<file path="config.mk">
export PLATFORM = sky130hd
export DESIGN_NAME = uart_tx_scheduler
export DESIGN_NICKNAME = d
export VERILOG_FILES = /design/src/rtl/uart_tx_scheduler.sv
export SDC_FILE = /design/constraint.sdc
export NUM_CORES = 1
export LEC_CHECK = 0
export ABC_AREA = 0
export BUFFER_PORTS_ARGS = -buffer_cell sky130_fd_sc_hd__buf_2
export CAP_MARGIN = 25
export CORE_MARGIN = 2
export CORE_UTILIZATION = 59
export DETAILED_ROUTE_END_ITERATION = 6
export HOLD_SLACK_MARGIN = 0.08
export PLACE_DENSITY = 0.93
export SYNTH_ARGS = -nofsm -noshare
export SYNTH_HDL_FRONTEND = slang
export SYNTH_SLANG_ARGS = --single-unit
</file>
<file path="constraint.sdc">
create_clock -name clk -period 4.3 [get_ports clk]
set_input_delay 0.215 -clock clk [delete_from_list [all_inputs] [get_ports clk]]
set_output_delay 0.215 -clock clk [all_outputs]
set_load 0.05 [all_outputs]
</file>
<file path="src/rtl/uart_tx_scheduler.sv">
// uart_tx_scheduler
//   Two-requester UART transmitter. Round-robin arbitration between req0 and
//   req1, then one 8N1 frame (start, 8 data bits LSB first, stop) per grant.
//   Every bit is held for CLKS_PER_BIT clock cycles.
//
// Ports
//   clk          clock, rising edge
//   rst          asynchronous active-high reset
//   req0/data0   requester 0 request and byte (held until gnt0)
//   req1/data1   requester 1 request and byte (held until gnt1)
//   gnt0/gnt1    one-cycle pulse: matching byte captured, first start-bit cycle
//   owner        requester index of the frame in flight (holds when idle)
//   busy         high from the first start-bit cycle through the last stop-bit cycle
//   serial_out   UART line, idle 1
//   frame_done   one-cycle pulse in the cycle after the last stop-bit cycle
module uart_tx_scheduler #(
    parameter int unsigned CLKS_PER_BIT = 1
) (
    input  logic       clk,
    input  logic       rst,
    input  logic       req0,
    input  logic [7:0] data0,
    input  logic       req1,
    input  logic [7:0] data1,
    output logic       gnt0,
    output logic       gnt1,
    output logic       owner,
    output logic       busy,
    output logic       serial_out,
    output logic       frame_done
);

    typedef enum logic [1:0] {
        IDLE  = 2'd0,
        START = 2'd1,
        DATA  = 2'd2,
        STOP  = 2'd3
    } state_t;

    localparam logic [7:0] LAST_CNT = 8'(CLKS_PER_BIT - 1);

    state_t     state_q, state_d;
    logic [7:0] cnt_q, cnt_d;
    logic [2:0] bit_idx_q, bit_idx_d;
    logic [7:0] shift_q, shift_d;
    logic       last_grant_q, last_grant_d;

    logic       owner_q, owner_d;
    logic       busy_q, busy_d;
    logic       serial_q, serial_d;
    logic       gnt0_q, gnt0_d;
    logic       gnt1_q, gnt1_d;
    logic       frame_done_q, frame_done_d;

    logic       bit_end;
    logic       arb_point;
    logic       grant;
    logic       winner;

    // Arbitration is allowed when idle and in the last STOP cycle, so a
    // pending request chains STOP->START with no idle gap.
    always_comb begin
        bit_end   = (cnt_q == LAST_CNT);
        arb_point = (state_q == IDLE) || ((state_q == STOP) && bit_end);
        grant     = arb_point && (req0 || req1);
        winner    = (req0 && req1) ? ~last_grant_q : req1;
    end

    // State register: all flops, including the registered outputs.
    always_ff @(posedge clk or posedge rst) begin
        if (rst) begin
            state_q      <= IDLE;
            cnt_q        <= '0;
            bit_idx_q    <= '0;
            shift_q      <= '0;
            last_grant_q <= 1'b1;
            owner_q      <= 1'b0;
            busy_q       <= 1'b0;
            serial_q     <= 1'b1;
            gnt0_q       <= 1'b0;
            gnt1_q       <= 1'b0;
            frame_done_q <= 1'b0;
        end else begin
            state_q      <= state_d;
            cnt_q        <= cnt_d;
            bit_idx_q    <= bit_idx_d;
            shift_q      <= shift_d;
            last_grant_q <= last_grant_d;
            owner_q      <= owner_d;
            busy_q       <= busy_d;
            serial_q     <= serial_d;
            gnt0_q       <= gnt0_d;
            gnt1_q       <= gnt1_d;
            frame_done_q <= frame_done_d;
        end
    end

    // Next-state logic.
    always_comb begin
        state_d      = state_q;
        cnt_d        = cnt_q;
        bit_idx_d    = bit_idx_q;
        shift_d      = shift_q;
        last_grant_d = last_grant_q;

        unique case (state_q)
            IDLE: begin
                cnt_d = '0;
            end
            START: begin
                if (bit_end) begin
                    state_d   = DATA;
                    cnt_d     = '0;
                    bit_idx_d = '0;
                end else begin
                    cnt_d = cnt_q + 8'd1;
                end
            end
            DATA: begin
                if (bit_end) begin
                    cnt_d     = '0;
                    bit_idx_d = bit_idx_q + 3'd1;
                    shift_d   = {1'b0, shift_q[7:1]};
                    if (bit_idx_q == 3'd7) begin
                        state_d = STOP;
                    end
                end else begin
                    cnt_d = cnt_q + 8'd1;
                end
            end
            STOP: begin
                if (bit_end) begin
                    state_d = IDLE;
                    cnt_d   = '0;
                end else begin
                    cnt_d = cnt_q + 8'd1;
                end
            end
            default: begin
                state_d = IDLE;
                cnt_d   = '0;
            end
        endcase

        // grant can only be true in IDLE or the last STOP cycle, so it
        // overrides the idle transition above in both places.
        if (grant) begin
            state_d      = START;
            cnt_d        = '0;
            shift_d      = winner ? data1 : data0;
            last_grant_d = winner;
        end
    end

    // Output logic: computed from the next state so the registered outputs
    // line up with the state they describe.
    always_comb begin
        gnt0_d       = grant && !winner;
        gnt1_d       = grant && winner;
        owner_d      = grant ? winner : owner_q;
        frame_done_d = (state_q == STOP) && bit_end;
        busy_d       = (state_d != IDLE);
        serial_d     = 1'b1;
        unique case (state_d)
            IDLE:    serial_d = 1'b1;
            START:   serial_d = 1'b0;
            DATA:    serial_d = shift_d[0];
            STOP:    serial_d = 1'b1;
            default: serial_d = 1'b1;
        endcase
    end

    assign gnt0       = gnt0_q;
    assign gnt1       = gnt1_q;
    assign owner      = owner_q;
    assign busy       = busy_q;
    assign serial_out = serial_q;
    assign frame_done = frame_done_q;

endmodule

</file>
==> flow_summary.json <==
{
  "status": "complete, no violations",
  "cts_tree": "built",
  "numCtsBuffers": 3,
  "fin_ws_ps": 1569,
  "min_from": "data0[5]",
  "power.leakage_nw": 0.8245,
  "die_x_um": 54.07,
  "cp.required_ps": 4560,
  "vdd_drop_max_uv": 456.2,
  "fmax_ghz": 0.3662,
  "die_h_um": 54.07,
  "worstSetupStartpoint": "cnt_q[0]",
  "synth_top_area_cell": "dfrtp_1",
  "grt_max_degree": 29,
  "synthDistinctLibCells": 35,
  "diodes": 0,
  "fin_crit_sh": 0.6351,
  "track_usage": 0.2290,
  "fin_setup_tns_ps": 0,
  "maxCapViolCount": 0,
  "syn_area_um2": 1479,
  "yosys_warnings": 0,
  "synth_top_area_share": 0.4399,
  "clk_root_buffer_cell": "clkbuf_4",
  "dp_cells": 194,
  "clkLatencyLatePin_ps": 340,
  "drt_iter0_markers": 27,
  "vias": 1184,
  "seqPwrFrac": 0.401,
  "die-area_um2": 2923,
  "post_cts_buffers": 0,
  "hp-class": "in -> reg",
  "cts_max_path_buffers": 2,
  "io_buffers": 25,
  "finalSetupViolCount": 0,
  "syn_area_per_cell_um2": 10.41,
  "io_pins": 26,
  "synth_nets": 169,
  "whs_ps": 297.1,
  "overflow": 0,
  "multi_input_area_um2": 710.7,
  "clk_pin_slew_worst_paths_ps": 150,
  "switchingPower_mw": 0.4634,
  "rows": 18,
  "grt_pass1_wl_um": 4767,
  "power.share.switching": 0.4295,
  "synth_cells": 142,
  "crit_arrival_ps": 2990,
  "wl_met2_um": 1520,
  "grt_pass1_vias": 1123,
  "cts.sink_count": 28,
  "synthTopCellsByArea": "dfrtp_1 44%, mux2_2 6.9%, ha_1 5.9%",
  "first_pass_iters": 5,
  "totalWireLength_um": 2939,
  "core_um2": 2432,
  "wl_per_cell_um": 14.70,
  "fin_crit_ps": 2731,
  "highest_layer": "met4",
  "hold_violations": 0,
  "clockPowerShare": 0.121,
  "rsz0062_at_grt": "false",
  "start_util": 0.6080,
  "placed_cell_area_um2": 1629,
  "p_int_mw": 0.6155,
  "vias_per_cell": 5.920,
  "dp_hpwl_um": 2203,
  "final_nets": 198,
  "drive_above_1_share": 0.2588,
  "end_kind": "flip-flop",
  "worst_setup_path_start_kind": "flip-flop",
  "fill_cells": 192,
  "drtAntennaViolNets": 0,
  "stdcell_area_um2": 1690,
  "syn_to_final_growth_pct": 14.30,
  "ys_seq_area_frac": 0.4755,
  "register_area_um2": 703.2,
  "pwr-share-comb": 0.478,
  "place.gp.congestion": 0.7904,
  "h-tree-depth": 1,
  "antenna_found_initial": 0,
  "power_density_nw_per_um2": 638.3,
  "slew-limit-headroom": 0.5561,
  "pre_cts_slack_ps": 1622,
  "stdcell_count": 200,
  "p_total_mw": 1.079,
  "worstMarginPinSlew_ps": 665.9,
  "worstSetupPathType": "reg -> reg",
  "critPathMaxFanout": 8,
  "fin_skew_ps": 12.51,
  "final_util": 0.6950,
  "routed-wl-met3_um": 156,
  "drc": 0,
  "wl_met1_um": 1217,
  "finalMaxSlewViolations": 0,
  "ys_ff_latch": 28,
  "timing.rr.start": "cnt_q[0]"
}
==> cell families (layout without fill, tap and decap cells) <==
group                      Yosys count  in the layout  synth area share
DFF                                 28             28            0.4755
xor gates and xnor gates             8              8           0.04738
buffers and inverters               17             45           0.04399
and+or+nand+nor                     38             38            0.1311
muxes                                9              9           0.06853
adders and majority gates            7              7           0.05922
AOI/OAI and AO/OA                   35             35            0.1743
==> path summary, 6_finish.rpt <==
path                               to  slack, ps  cells past startpoint
max                        serial_out       1570                     10
min                        shift_q[5]        300                      4
max reg2reg                serial_out       1570                     10
min reg2reg                     owner        510                      1
max in group asynchronous       owner       3340                      4
min in group asynchronous        busy        450                      3
==> worst max-delay path, cell delays in order (launching register included) <==
cell and delay (ps):
dfrtp_1 470, inv_1 90, ha_1 140, nor3b_1 390, a21oi_1 300, a311oi_1 480
inv_1 120, ha_1 240, inv_1 50, o311ai_0 120, o32ai_1 260
==> layout make-up <==
cell class	instances	area share
Tap cell	30	0.02221
Inverter	14	0.03109
Sequential cell	28	0.4160
Multi-Input combinational cell	97	0.4204
Timing Repair Buffer	27	0.08882
Clock buffer	4	0.02147
==> layer usage <==
metal / up-vias / track usage
li1: 573 / -
met1: 571 / 0.2599
met2: 35 / 0.4289
met3: 5 / 0.03889
met4: 0 / 0.07917
met5: - / 0
==> power by group through the flow <==
stage	clock network [mW]	logic, mW	registers [mW]
floorplan	0	0.343	0.490
finish	0.131	0.515	0.433
global placement	0	0.485	0.432
global route	0.139	0.580	0.445
CTS	0.132	0.516	0.432
detailed placement	0	0.514	0.437
==> placed cells by master (no fill, tap or decap) <==
cell,Yosys,layout
dfrtp_1,26,26
buf_2,1,25
inv_1,14,14
nor2_1,11,11
mux2_2,9,9
o32ai_1,7,7
ha_1,7,7
nand3_1,6,6
xor2_1,6,6
a31oi_1,6,6
and3_1,5,5
nand2_1,5,5
nor3_1,4,4
a22o_1,4,4
o21ai_1,3,3
a211oi_1,3,3
clkbuf_4,0,3
o21ai_0,2,2
a21oi_1,2,2
xnor2_1,2,2
a21o_1,2,2
dfstp_2,2,2
or4_4,1,1
or3b_2,1,1
and2_1,1,1
o22a_1,1,1
nor4_1,1,1
nor3b_1,1,1
a311oi_1,1,1
nand2b_1,1,1
o22ai_1,1,1
a21boi_2,1,1
o311ai_0,1,1
or3_1,1,1
o21bai_1,1,1
clkbuf_8,0,1
dlygate4sd3_1,0,1
buf_8,0,1
==> cells in the mapped netlist, drive strengths merged <==
master,number
dfrtp,26
inv,14
nor2,11
mux2,9
ha,7
o32ai,7
a31oi,6
nand3,6
xor2,6
and3,5
nand2,5
o21ai,5
a22o,4
nor3,4
a211oi,3
a21o,2
a21oi,2
clkbuf,2
dfstp,2
xnor2,2
a21boi,1
a311oi,1
and2,1
buf,1
nand2b,1
nor3b,1
nor4,1
o21bai,1
o22a,1
o22ai,1
o311ai,1
or3,1
or3b,1
or4,1
==> sequential cells by signal, indices dropped and copies added, names as in the netlist <==
register	count
serial_out	1
last_grant_q	1
cnt_q	8
busy	1
gnt0	1
shift_q	8
bit_idx_q	3
owner	1
gnt1	1
frame_done	1
state_q	2
==> repair_timing <==
action,4_1_cts,5_1_grt
hold buffers,0,1
resized for setup,0,0
endpoints found under the setup margin,0,0
hold endpoints to repair,0,11
Power figures use the tool's default switching activity.
